`config.mk`:
```
export PLATFORM = sky130hd
export DESIGN_NAME = ledg_write_arbiter_flat
export DESIGN_NICKNAME = d
export VERILOG_FILES = /design/src/rtl/ledg_pkg.sv /design/src/rtl/ledg_write_arbiter_if.sv /design/src/rtl/rr_arbiter.sv /design/src/rtl/ledg_write_arbiter.sv /design/src/flat_wrapper.sv
export SDC_FILE = /design/constraint.sdc
export NUM_CORES = 1
export LEC_CHECK = 0
export BUFFER_PORTS_ARGS = -buffer_cell sky130_fd_sc_hd__buf_4
export CAP_MARGIN = 20
export CORE_ASPECT_RATIO = 1.1
export CORE_MARGIN = 5
export CORE_UTILIZATION = 43
export CTS_CLUSTER_SIZE = 16
export DETAILED_ROUTE_END_ITERATION = 6
export PLACE_DENSITY = 0.78
export SETUP_SLACK_MARGIN = 0.2
export SKIP_LAST_GASP = 1
export SYNTH_ARGS = -nofsm -noshare
export SYNTH_HDL_FRONTEND = slang
export SYNTH_SLANG_ARGS = --single-unit
export TNS_END_PERCENT = 50
```
`constraint.sdc`:
```
create_clock -name clk -period 2.6 [get_ports clk]
set_input_delay 0.39 -clock clk [delete_from_list [all_inputs] [get_ports clk]]
set_output_delay 0.39 -clock clk [all_outputs]
set_load 0.02 [all_outputs]
```
`src/rtl/ledg_pkg.sv`:
```
// Shared types and constants for the green-LED PIO write arbiter and its siblings.
package ledg_pkg;

    typedef enum logic [1:0] {
        ST_IDLE  = 2'd0,
        ST_READ  = 2'd1,
        ST_WRITE = 2'd2,
        ST_DONE  = 2'd3
    } ledg_state_e;

    localparam int          LEDG_W        = 9;
    localparam logic [1:0]  PIO_DATA_ADDR = 2'd0;

endpackage

```
`src/rtl/ledg_write_arbiter_if.sv`:
```
// Requester + Avalon-MM PIO signal bundle; master = arbiter side, slave = requesters/PIO side.
interface ledg_write_arbiter_if
    import ledg_pkg::*;
#(
    parameter int NUM_REQ = 4,
    parameter int DATA_W  = LEDG_W
);
    localparam int ID_W = $clog2(NUM_REQ);

    logic [NUM_REQ-1:0]        req;
    logic [NUM_REQ*DATA_W-1:0] req_data;
    logic [NUM_REQ*DATA_W-1:0] req_mask;
    logic [NUM_REQ-1:0]        ack;
    logic                      busy;
    logic [ID_W-1:0]           grant_id;
    logic [1:0]                avm_address;
    logic                      avm_chipselect;
    logic                      avm_write_n;
    logic [31:0]               avm_writedata;
    logic [31:0]               avm_readdata;

    modport master (
        input  req, req_data, req_mask, avm_readdata,
        output ack, busy, grant_id, avm_address, avm_chipselect, avm_write_n, avm_writedata
    );

    modport slave (
        output req, req_data, req_mask, avm_readdata,
        input  ack, busy, grant_id, avm_address, avm_chipselect, avm_write_n, avm_writedata
    );

endinterface

```
`src/rtl/rr_arbiter.sv`:
```
// Combinational round-robin pick: first set req bit searching upward from ptr+1, wrapping.
// Zero latency, no backpressure; reusable by the other PIO arbiters.
module rr_arbiter #(
    parameter int NUM_REQ = 4,
    parameter int ID_W    = $clog2(NUM_REQ)
) (
    input  logic [NUM_REQ-1:0] req_i,
    input  logic [ID_W-1:0]    ptr_i,
    output logic [NUM_REQ-1:0] gnt_o,
    output logic [ID_W-1:0]    idx_o,
    output logic               vld_o
);
    localparam logic [ID_W:0] NREQ = (ID_W+1)'(NUM_REQ);

    logic [ID_W:0] cand;
    logic          found;

    always_comb begin
        gnt_o = '0;
        idx_o = '0;
        found = 1'b0;
        cand  = '0;
        for (int i = 1; i <= NUM_REQ; i++) begin
            // ptr+i stays below 2*NUM_REQ, so one conditional subtract is the modulo
            cand = {1'b0, ptr_i} + (ID_W+1)'(i);
            if (cand >= NREQ) begin
                cand = cand - NREQ;
            end
            if (!found && req_i[cand[ID_W-1:0]]) begin
                found                  = 1'b1;
                idx_o                  = cand[ID_W-1:0];
                gnt_o[cand[ID_W-1:0]]  = 1'b1;
            end
        end
        vld_o = found;
    end

endmodule

```
`src/rtl/ledg_write_arbiter.sv`:
```
// Round-robin read-modify-write arbiter sharing the green-LED PIO register among NUM_REQ requesters.
// Latency: grant in IDLE, PIO read +1, write +2, ack +3; requesters hold req until their ack pulse.
module ledg_write_arbiter
    import ledg_pkg::*;
#(
    parameter int         NUM_REQ  = 4,
    parameter int         DATA_W   = LEDG_W,
    parameter logic [1:0] PIO_ADDR = PIO_DATA_ADDR
) (
    input  logic                 clk,
    input  logic                 reset,
    ledg_write_arbiter_if.master bus
);
    localparam int ID_W = $clog2(NUM_REQ);

    ledg_state_e          state_q;
    logic [ID_W-1:0]      ptr_q;
    logic [ID_W-1:0]      grant_id_q;
    logic [NUM_REQ-1:0]   gnt_q;
    logic [DATA_W-1:0]    data_q;
    logic [DATA_W-1:0]    mask_q;
    logic [DATA_W-1:0]    wdata_q;
    logic [NUM_REQ-1:0]   ack_q;
    logic                 busy_q;
    logic                 cs_q;
    logic                 write_n_q;

    logic [NUM_REQ-1:0]   grant_oh_d;
    logic [ID_W-1:0]      grant_idx_d;
    logic                 grant_vld_d;
    logic [DATA_W-1:0]    wdata_d;
    logic                 unused_rdata;

    rr_arbiter #(
        .NUM_REQ (NUM_REQ),
        .ID_W    (ID_W)
    ) u_rr (
        .req_i (bus.req),
        .ptr_i (ptr_q),
        .gnt_o (grant_oh_d),
        .idx_o (grant_idx_d),
        .vld_o (grant_vld_d)
    );

    // The read shadow is folded straight into the merged write word at the end of READ.
    assign wdata_d      = (bus.avm_readdata[DATA_W-1:0] & ~mask_q) | (data_q & mask_q);
    assign unused_rdata = ^bus.avm_readdata[31:DATA_W];

    always_ff @(posedge clk or posedge reset) begin
        if (reset) begin
            state_q    <= ST_IDLE;
            ptr_q      <= ID_W'(NUM_REQ-1);
            grant_id_q <= '0;
            gnt_q      <= '0;
            data_q     <= '0;
            mask_q     <= '0;
            wdata_q    <= '0;
            ack_q      <= '0;
            busy_q     <= 1'b0;
            cs_q       <= 1'b0;
            write_n_q  <= 1'b1;
        end else begin
            ack_q <= '0;
            case (state_q)
                ST_IDLE: begin
                    if (grant_vld_d) begin
                        grant_id_q <= grant_idx_d;
                        gnt_q      <= grant_oh_d;
                        data_q     <= bus.req_data[grant_idx_d*DATA_W +: DATA_W];
                        mask_q     <= bus.req_mask[grant_idx_d*DATA_W +: DATA_W];
                        busy_q     <= 1'b1;
                        cs_q       <= 1'b1;
                        write_n_q  <= 1'b1;
                        state_q    <= ST_READ;
                    end
                end
                ST_READ: begin
                    wdata_q   <= wdata_d;
                    write_n_q <= 1'b0;
                    state_q   <= ST_WRITE;
                end
                ST_WRITE: begin
                    cs_q      <= 1'b0;
                    write_n_q <= 1'b1;
                    wdata_q   <= '0;
                    ack_q     <= gnt_q;
                    state_q   <= ST_DONE;
                end
                ST_DONE: begin
                    // Pointer moves only now, so a requester still holding req gets no head start.
                    ptr_q   <= grant_id_q;
                    busy_q  <= 1'b0;
                    state_q <= ST_IDLE;
                end
                default: begin
                    state_q <= ST_IDLE;
                end
            endcase
        end
    end

    assign bus.ack            = ack_q;
    assign bus.busy           = busy_q;
    assign bus.grant_id       = grant_id_q;
    assign bus.avm_address    = PIO_ADDR;
    assign bus.avm_chipselect = cs_q;
    assign bus.avm_write_n    = write_n_q;
    assign bus.avm_writedata  = {{(32-DATA_W){1'b0}}, wdata_q};

endmodule

```
`src/flat_wrapper.sv`:
```
// flat-port wrapper written by rule: the top's interface ports become plain ports
module ledg_write_arbiter_flat import ledg_pkg::*;
#(
    parameter int         NUM_REQ  = 4,
    parameter int         DATA_W   = LEDG_W,
    parameter logic [1:0] PIO_ADDR = PIO_DATA_ADDR
)
  (clk, reset, bus_req, bus_req_data, bus_req_mask, bus_avm_readdata, bus_ack, bus_busy, bus_grant_id, bus_avm_address, bus_avm_chipselect, bus_avm_write_n, bus_avm_writedata);
  ledg_write_arbiter_if #(.NUM_REQ(NUM_REQ), .DATA_W(DATA_W)) bus_i ();
  input  logic clk;
  input  logic reset;
  input wire logic [$bits(bus_i.req)-1:0] bus_req;
  input wire logic [$bits(bus_i.req_data)-1:0] bus_req_data;
  input wire logic [$bits(bus_i.req_mask)-1:0] bus_req_mask;
  input wire logic [$bits(bus_i.avm_readdata)-1:0] bus_avm_readdata;
  output wire logic [$bits(bus_i.ack)-1:0] bus_ack;
  output wire logic [$bits(bus_i.busy)-1:0] bus_busy;
  output wire logic [$bits(bus_i.grant_id)-1:0] bus_grant_id;
  output wire logic [$bits(bus_i.avm_address)-1:0] bus_avm_address;
  output wire logic [$bits(bus_i.avm_chipselect)-1:0] bus_avm_chipselect;
  output wire logic [$bits(bus_i.avm_write_n)-1:0] bus_avm_write_n;
  output wire logic [$bits(bus_i.avm_writedata)-1:0] bus_avm_writedata;
  assign bus_i.req = bus_req;
  assign bus_i.req_data = bus_req_data;
  assign bus_i.req_mask = bus_req_mask;
  assign bus_i.avm_readdata = bus_avm_readdata;
  assign bus_ack = bus_i.ack;
  assign bus_busy = bus_i.busy;
  assign bus_grant_id = bus_i.grant_id;
  assign bus_avm_address = bus_i.avm_address;
  assign bus_avm_chipselect = bus_i.avm_chipselect;
  assign bus_avm_write_n = bus_i.avm_write_n;
  assign bus_avm_writedata = bus_i.avm_writedata;
  ledg_write_arbiter #(.NUM_REQ(NUM_REQ), .DATA_W(DATA_W), .PIO_ADDR(PIO_ADDR)) u_core (.clk(clk), .reset(reset), .bus(bus_i));
endmodule
```
# Word level (Yosys, flattened, before mapping)
# Cells that the tools add are included.
# classes
magnitude_cmp	12
n_mul	1
n_eq_ne	4
n_reduce_logical	19
add_sub_neg	8
muxes	40
n_shift	2
bitwise	7
# op_table
cell	n
$shiftx 36x7->9	2
$mux 4	5
$and 9x9->9	2
$mux 2	9
$pmux 9 s2	1
$mux 1	13
$ge 3x3->1 const B	4
$lt 2x3->1 const B	4
$or 4x4->4	3
$not 9->9	1
$or 9x9->9	1
$bmux 1 s2	4
$demux 1 s2	4
$ge 2x1->1 const B	4
$pmux 2 s4	1
$reduce_and 2->1	4
$sub 2x1->2 const B	4
$logic_and 1x1->1	7
$add 2x2->3 const B	2
$mul 2x4->6 const B	1
$reduce_bool 2->1	3
$eq 2x2->1 const B	2
$pmux 1 s2	2
$add 2x1->3 const B	1
7 further kinds	9
# word_totals
register_bits	44
word_cells	104

# Depth between registers and ports, before layout
# depth
depth_word	17
ltp_mapped	13
mapped_depth_nobuf	8

# By module
# From an unflattened synthesis, not the netlist that was laid out.
# hier_totals
cells_unflattened	246
area_unflattened_um2	3029.2
# modules_own_cells
mod	cells_each	seq_area_each_um2	area_per_inst_um2	instances
ledg_write_arbiter	178	1104.8	2503.7	1
rr_arbiter	68	0.0	525.5	1

# Least setup slack after synthesis
# No wires, ideal clock.
# synth_path
path_type	register -> register
start	register u_core.ptr_q[0]
end	register u_core.data_q[5]
setup_ns	0.096
path_stages_with_launch	14
arrival_time_ns	2.520
n_path_buf	5
setup_slack_ns	-0.016
t_required_ns	2.504
cell_sequence	dfstp_2 -> buf_6 -> buf_6 -> inv_1 -> ha_1 -> buf_4 -> nand2_1 -> o21ai_0 -> a21oi_1 -> buf_2 -> clkbuf_1 -> and3_1 -> a211oi_2 -> a311oi_2
# synth_via
elab_chain_cells	17
# synth_lines
element	line_no	source
from (decl)	ledg_write_arbiter.sv:17	logic [ID_W-1:0] ptr_q;
from (signal assigned)	ledg_write_arbiter.sv:52	ptr_q <= ID_W'(NUM_REQ-1);
from (signal assigned)	ledg_write_arbiter.sv:91	ptr_q <= grant_id_q;
$add 2x1->3	rr_arbiter.sv:25	cand = {1'b0, ptr_i} + (ID_W+1)'(i);
$ge 3x3->1 / $sub 2x1->2 (equally long branches)	rr_arbiter.sv:26, rr_arbiter.sv:27	
$mux 2	rr_arbiter.sv:26	if (cand >= NREQ) begin
$bmux 1 s2	rr_arbiter.sv:29	if (!found && req_i[cand[ID_W-1:0]]) begin
$mux 1 (not written as such)	rr_arbiter.sv:29	
$mux 1	rr_arbiter.sv:29	
$logic_not 1->1	rr_arbiter.sv:29	
$logic_and 1x1->1	rr_arbiter.sv:29	
$mux 1	rr_arbiter.sv:29	
$logic_not 1->1	rr_arbiter.sv:29	
$logic_and 1x1->1	rr_arbiter.sv:29	
$mux 1	rr_arbiter.sv:29	
$logic_not 1->1	rr_arbiter.sv:29	
$logic_and 1x1->1	rr_arbiter.sv:29	
$mux 2	rr_arbiter.sv:29	
$mul 2x4->6	ledg_write_arbiter.sv:69	data_q <= bus.req_data[grant_idx_d*DATA_W +: DATA_W];
$shiftx 36x7->9	ledg_write_arbiter.sv:69	
to (signal assigned)	ledg_write_arbiter.sv:69	
to (decl)	ledg_write_arbiter.sv:20	logic [DATA_W-1:0] data_q;
# Several ways; a longest one is shown, not always the timed one. The select of a mux whose other input is x is not followed.
# A chain may end at the register's enable or synchronous reset.

# Final worst setup path
# layout_path
start	register u_core.ptr_q[0]
end	register u_core.mask_q[4]
# layout_via
elab_chain_cells	17
# layout_lines
element	line_no	source
$add 2x1->3	rr_arbiter.sv:25	
$ge 3x3->1 / $sub 2x1->2 (equally long branches)	rr_arbiter.sv:26, rr_arbiter.sv:27	
$mux 2	rr_arbiter.sv:26	
$bmux 1 s2	rr_arbiter.sv:29	
$mux 1 (not written as such)	rr_arbiter.sv:29	
$mux 1	rr_arbiter.sv:29	
$logic_not 1->1	rr_arbiter.sv:29	
$logic_and 1x1->1	rr_arbiter.sv:29	
$mux 1	rr_arbiter.sv:29	
$logic_not 1->1	rr_arbiter.sv:29	
$logic_and 1x1->1	rr_arbiter.sv:29	
$mux 1	rr_arbiter.sv:29	
$logic_not 1->1	rr_arbiter.sv:29	
$logic_and 1x1->1	rr_arbiter.sv:29	
$mux 2	rr_arbiter.sv:29	
$mul 2x4->6	ledg_write_arbiter.sv:70	mask_q <= bus.req_mask[grant_idx_d*DATA_W +: DATA_W];
$shiftx 36x7->9	ledg_write_arbiter.sv:70	
to (signal assigned)	ledg_write_arbiter.sv:70	
to (decl)	ledg_write_arbiter.sv:21	logic [DATA_W-1:0] mask_q;
# Several ways; a longest one is shown, not always the timed one. The select of a mux whose other input is x is not followed.

==> impl_metrics.env <==
export IMPL_cts_root_buf="clkbuf_8"
export IMPL_ys_flop_type="dfrtp_1"
export IMPL_p_leak_nw=1.96
export IMPL_slew_violations=0
export IMPL_setup_viol_count_final=0
export IMPL_drtIter0Drc=118
export IMPL_maxCapViolCount=0
export IMPL_grt_max_degree=45
export IMPL_p_sw_frac=0.472
export IMPL_relSlewSlack=0.612
export IMPL_p_total_w=0.00510
export IMPL_via_per_inst=5.36
export IMPL_num_rows=33
export IMPL_global_route_overflow_total=0
export IMPL_core_um2=7390
export IMPL_tightest_slew_ns=0.582
export IMPL_critPathCaptureType="flop"
export IMPL_start_util=0.435
export IMPL_timing_rr_start="u_core.ptr_q[0]"
export IMPL_finalSetupTns_ns=0
export IMPL_power_frac_seq=0.247
export IMPL_die_x_um=92.4
export IMPL_track_usage=0.188
export IMPL_antenna_cells=0
export IMPL_min_period_over_period=0.892
export IMPL_grt_pass1_wl_um=13800
export IMPL_drc=0
export IMPL_avgSynthCellArea_um2=9.65
export IMPL_syn2layout_area_growth_pct=29.8
export IMPL_fin_cells=528
export IMPL_reg2reg_slack_ns=0.28
export IMPL_drive_gt1_frac=0.408
export IMPL_reg2reg_depth=7
export IMPL_num_io_pins=153
export IMPL_grt_pass1_vias=2812
export IMPL_routed_wl_um=9430
export IMPL_syn_inst=333
export IMPL_clock_skew_ns=0.0114
export IMPL_synth_distinct_cells=47
export IMPL_finalNetCount=563
export IMPL_vdd_ir_drop_max_uv=433
export IMPL_synth_edf_count=0
export IMPL_cp_max_fo=8
export IMPL_nFillCells=675
export IMPL_comb_power_share=0.645
export IMPL_dp_hpwl_um=6810
export IMPL_dp_cells=511
export IMPL_p_switching_w=0.00241
export IMPL_clock_sinks=44
export IMPL_syn_cell_area_um2=3210
export IMPL_place_gp_congestion=0.906
export IMPL_fin_crit_ns=2.32
export IMPL_io_buffers=104
export IMPL_worstPathRequired_ns=2.77
export IMPL_dieArea_um2=9300
export IMPL_status="finished, final reports clean"
export IMPL_die_y_um=101
export IMPL_reg2reg_to="u_core.mask_q[4]"
export IMPL_path_class="reg -> reg"
export IMPL_antenna_found_initial=0
export IMPL_ys_warn_count=0
export IMPL_crit_start="u_core.ptr_q[0]"
export IMPL_cts_buffers_inserted=5
export IMPL_clock_path_buffers=2
export IMPL_antenna_left=0
export IMPL_timing_hold_ws_ns=0.227
export IMPL_htreeDepth=2
export IMPL_num_vias=2832
export IMPL_internal_power_w=0.00269
export IMPL_clock_latency_ns=0.30
export IMPL_synthArstFlopShare=1.00
export IMPL_pwr_share_clk=0.108
export IMPL_ys_seq_area_frac=0.344
export IMPL_dr_pass1_iters=4
export IMPL_worstPathArrival_ns=2.49
export IMPL_hp_class="in -> async"
export IMPL_hold_viol=0
export IMPL_rsz0062_at_grt="no"
export IMPL_clk_pin_slew_ns=0.10
export IMPL_ys_ff_latch=44
export IMPL_crit_path_start_kind="flop"
export IMPL_crit_path_end="u_core.mask_q[4]"
export IMPL_power_density_nw_per_um2=1220
export IMPL_cts_tree="built"
export IMPL_fmax_ghz=0.431
export IMPL_routedWlPerCell_um=17.9
[cell families (layout without fill, tap and decap cells)]
| logic type | count (synthesis) | after routing | synth area share |
|---|---|---|---|
| AND/OR/NAND/NOR | 112 | 115 | 0.171 |
| AO/OA/AOI/OAI | 85 | 87 | 0.243 |
| buffers and inverters | 62 | 141 | 0.132 |
| flip-flops | 44 | 44 | 0.344 |
| multiplexers | 15 | 15 | 0.0549 |
| adder cells (fa/ha/maj) | 13 | 13 | 0.0506 |
| other | 1 | 25 | 0.00117 |
| XOR/XNOR | 1 | 1 | 0.00273 |
[synthesized netlist by cell type (2+ instances only)]
library cell | number | area share
buf_6 | 9 | 0.032
buf_2 | 3 | 0.0047
nor2_4 | 2 | 0.0070
a311oi_2 | 12 | 0.056
dfstp_2 | 3 | 0.025
inv_1 | 16 | 0.019
and2_1 | 4 | 0.0078
nand2_8 | 2 | 0.012
a21oi_1 | 4 | 0.0062
a211oi_1 | 8 | 0.019
a211oi_2 | 12 | 0.047
dfrtp_1 | 41 | 0.32
and3_1 | 19 | 0.037
mux2i_1 | 11 | 0.034
o21ai_0 | 12 | 0.019
nor2_1 | 29 | 0.034
a311oi_1 | 7 | 0.019
a22oi_1 | 4 | 0.0093
nand2_1 | 47 | 0.055
nand2b_1 | 2 | 0.0039
a221oi_1 | 4 | 0.011
o21ai_1 | 5 | 0.0078
clkbuf_1 | 5 | 0.0058
o22ai_1 | 9 | 0.018
buf_4 | 28 | 0.065
ha_1 | 13 | 0.051
mux2_4 | 2 | 0.0093
[final cells by class]
| class | instances | area, µm² | area share |
|---|---|---|---|
| Timing Repair Buffer | 117 | 877 | 0.210 |
| Multi-Input combinational cell | 256 | 1900 | 0.456 |
| Inverter | 16 | 62.6 | 0.0150 |
| Clock inverter | 3 | 46.3 | 0.0111 |
| Clock buffer | 5 | 68.8 | 0.0165 |
| Sequential cell | 44 | 1100 | 0.265 |
| Tap cell | 87 | 109 | 0.0261 |
[what timing repair did]
action / CTS / global route
setup endpoints to repair: 18 / 18
pin swaps: 0 / 5
hold buffers: 0 / 0
buffers inserted: 0 / 2
gates resized for setup: 2 / 11
cloned: 0 / 7
[worst min-delay path by stage]
| stage | from | cells after the start | slack, ns | endpoint |
|---|---|---|---|---|
| detailed placement | u_core.gnt_q[3] | 1 | 0.48 | u_core.bus.ack[3] |
| floorplan | u_core.gnt_q[3] | 1 | 0.45 | u_core.bus.ack[3] |
| global route | reset | 3 | 0.28 | u_core.wdata_q[6] |
| global placement | u_core.gnt_q[3] | 1 | 0.47 | u_core.bus.ack[3] |
| finish | reset | 3 | 0.23 | u_core.state_q[0] |
| CTS | reset | 3 | 0.25 | u_core.wdata_q[2] |
[state kept, by name (all words and copies together) (netlist names)]
| name | flops |
|---|---|
| u_core.data_q | 9 |
| u_core.mask_q | 9 |
| u_core.wdata_q | 9 |
| u_core.bus.ack | 4 |
| u_core.gnt_q | 4 |
| u_core.bus.grant_id | 2 |
| u_core.ptr_q | 2 |
| u_core.state_q | 2 |
| u_core.bus.avm_chipselect | 1 |
| u_core.bus.avm_write_n | 1 |
| u_core.bus.busy | 1 |
[routing by layer]
| metal | wire [µm] | global-route usage |
|---|---|---|
| met3 | 584 | 0.0276 |
| met5 | 0 | 0 |
| met1 | 3790 | 0.244 |
| met4 | 283 | 0.0651 |
| met2 | 4780 | 0.320 |
[stage by stage]
stage / utilization / instance area [µm²] / worst slack, ns
3_5_place_dp: 0.530 / 3910 / 0.0701
5_1_grt: 0.564 / 4170 / 0.204
6_report: 0.564 / 4170 / 0.280
4_1_cts: 0.547 / 4040 / 0.190
3_3_place_gp: 0.530 / 3910 / 0.116
2_1_floorplan: - / 3330 / 0.215
[power groups by stage]
stage | Clock [W] | Combinational (W) | Sequential [W]
after floorplan | 0 | 0.00231 | 0.00137
after global placement | 0 | 0.00290 | 0.00126
after detailed placement | 0 | 0.00299 | 0.00128
after CTS | 0.000557 | 0.00302 | 0.00126
after global routing | 0.000583 | 0.00360 | 0.00130
final | 0.000552 | 0.00329 | 0.00126
[worst max-delay path, stage by stage (launching register included)]
cell and delay, ns:
dfstp_2 0.60, buf_4 0.20, mux2i_1 0.09, o31a_1 0.38, a22o_4 0.36, and3_1 0.22, a211oi_4 0.27, a311oi_2 0.06
[cell usage in the layout (no fill, tap or decap), types with 4 or more instances in the layout]
| cell type | n |
|---|---|
| a311oi_2 | 12 |
| buf_4 | 114 |
| a221oi_1 | 4 |
| conb_1 | 25 |
| mux2i_1 | 11 |
| ha_1 | 12 |
| inv_1 | 14 |
| o21ai_0 | 12 |
| clkbuf_8 | 5 |
| dfrtp_1 | 41 |
| o22ai_1 | 9 |
| a22oi_1 | 4 |
| o21ai_1 | 5 |
| nand2_1 | 47 |
| a311oi_1 | 7 |
| and3_1 | 19 |
| and2_1 | 4 |
| a211oi_2 | 16 |
| nor2_1 | 29 |
Note: power is estimated with default switching activity, not from simulation.
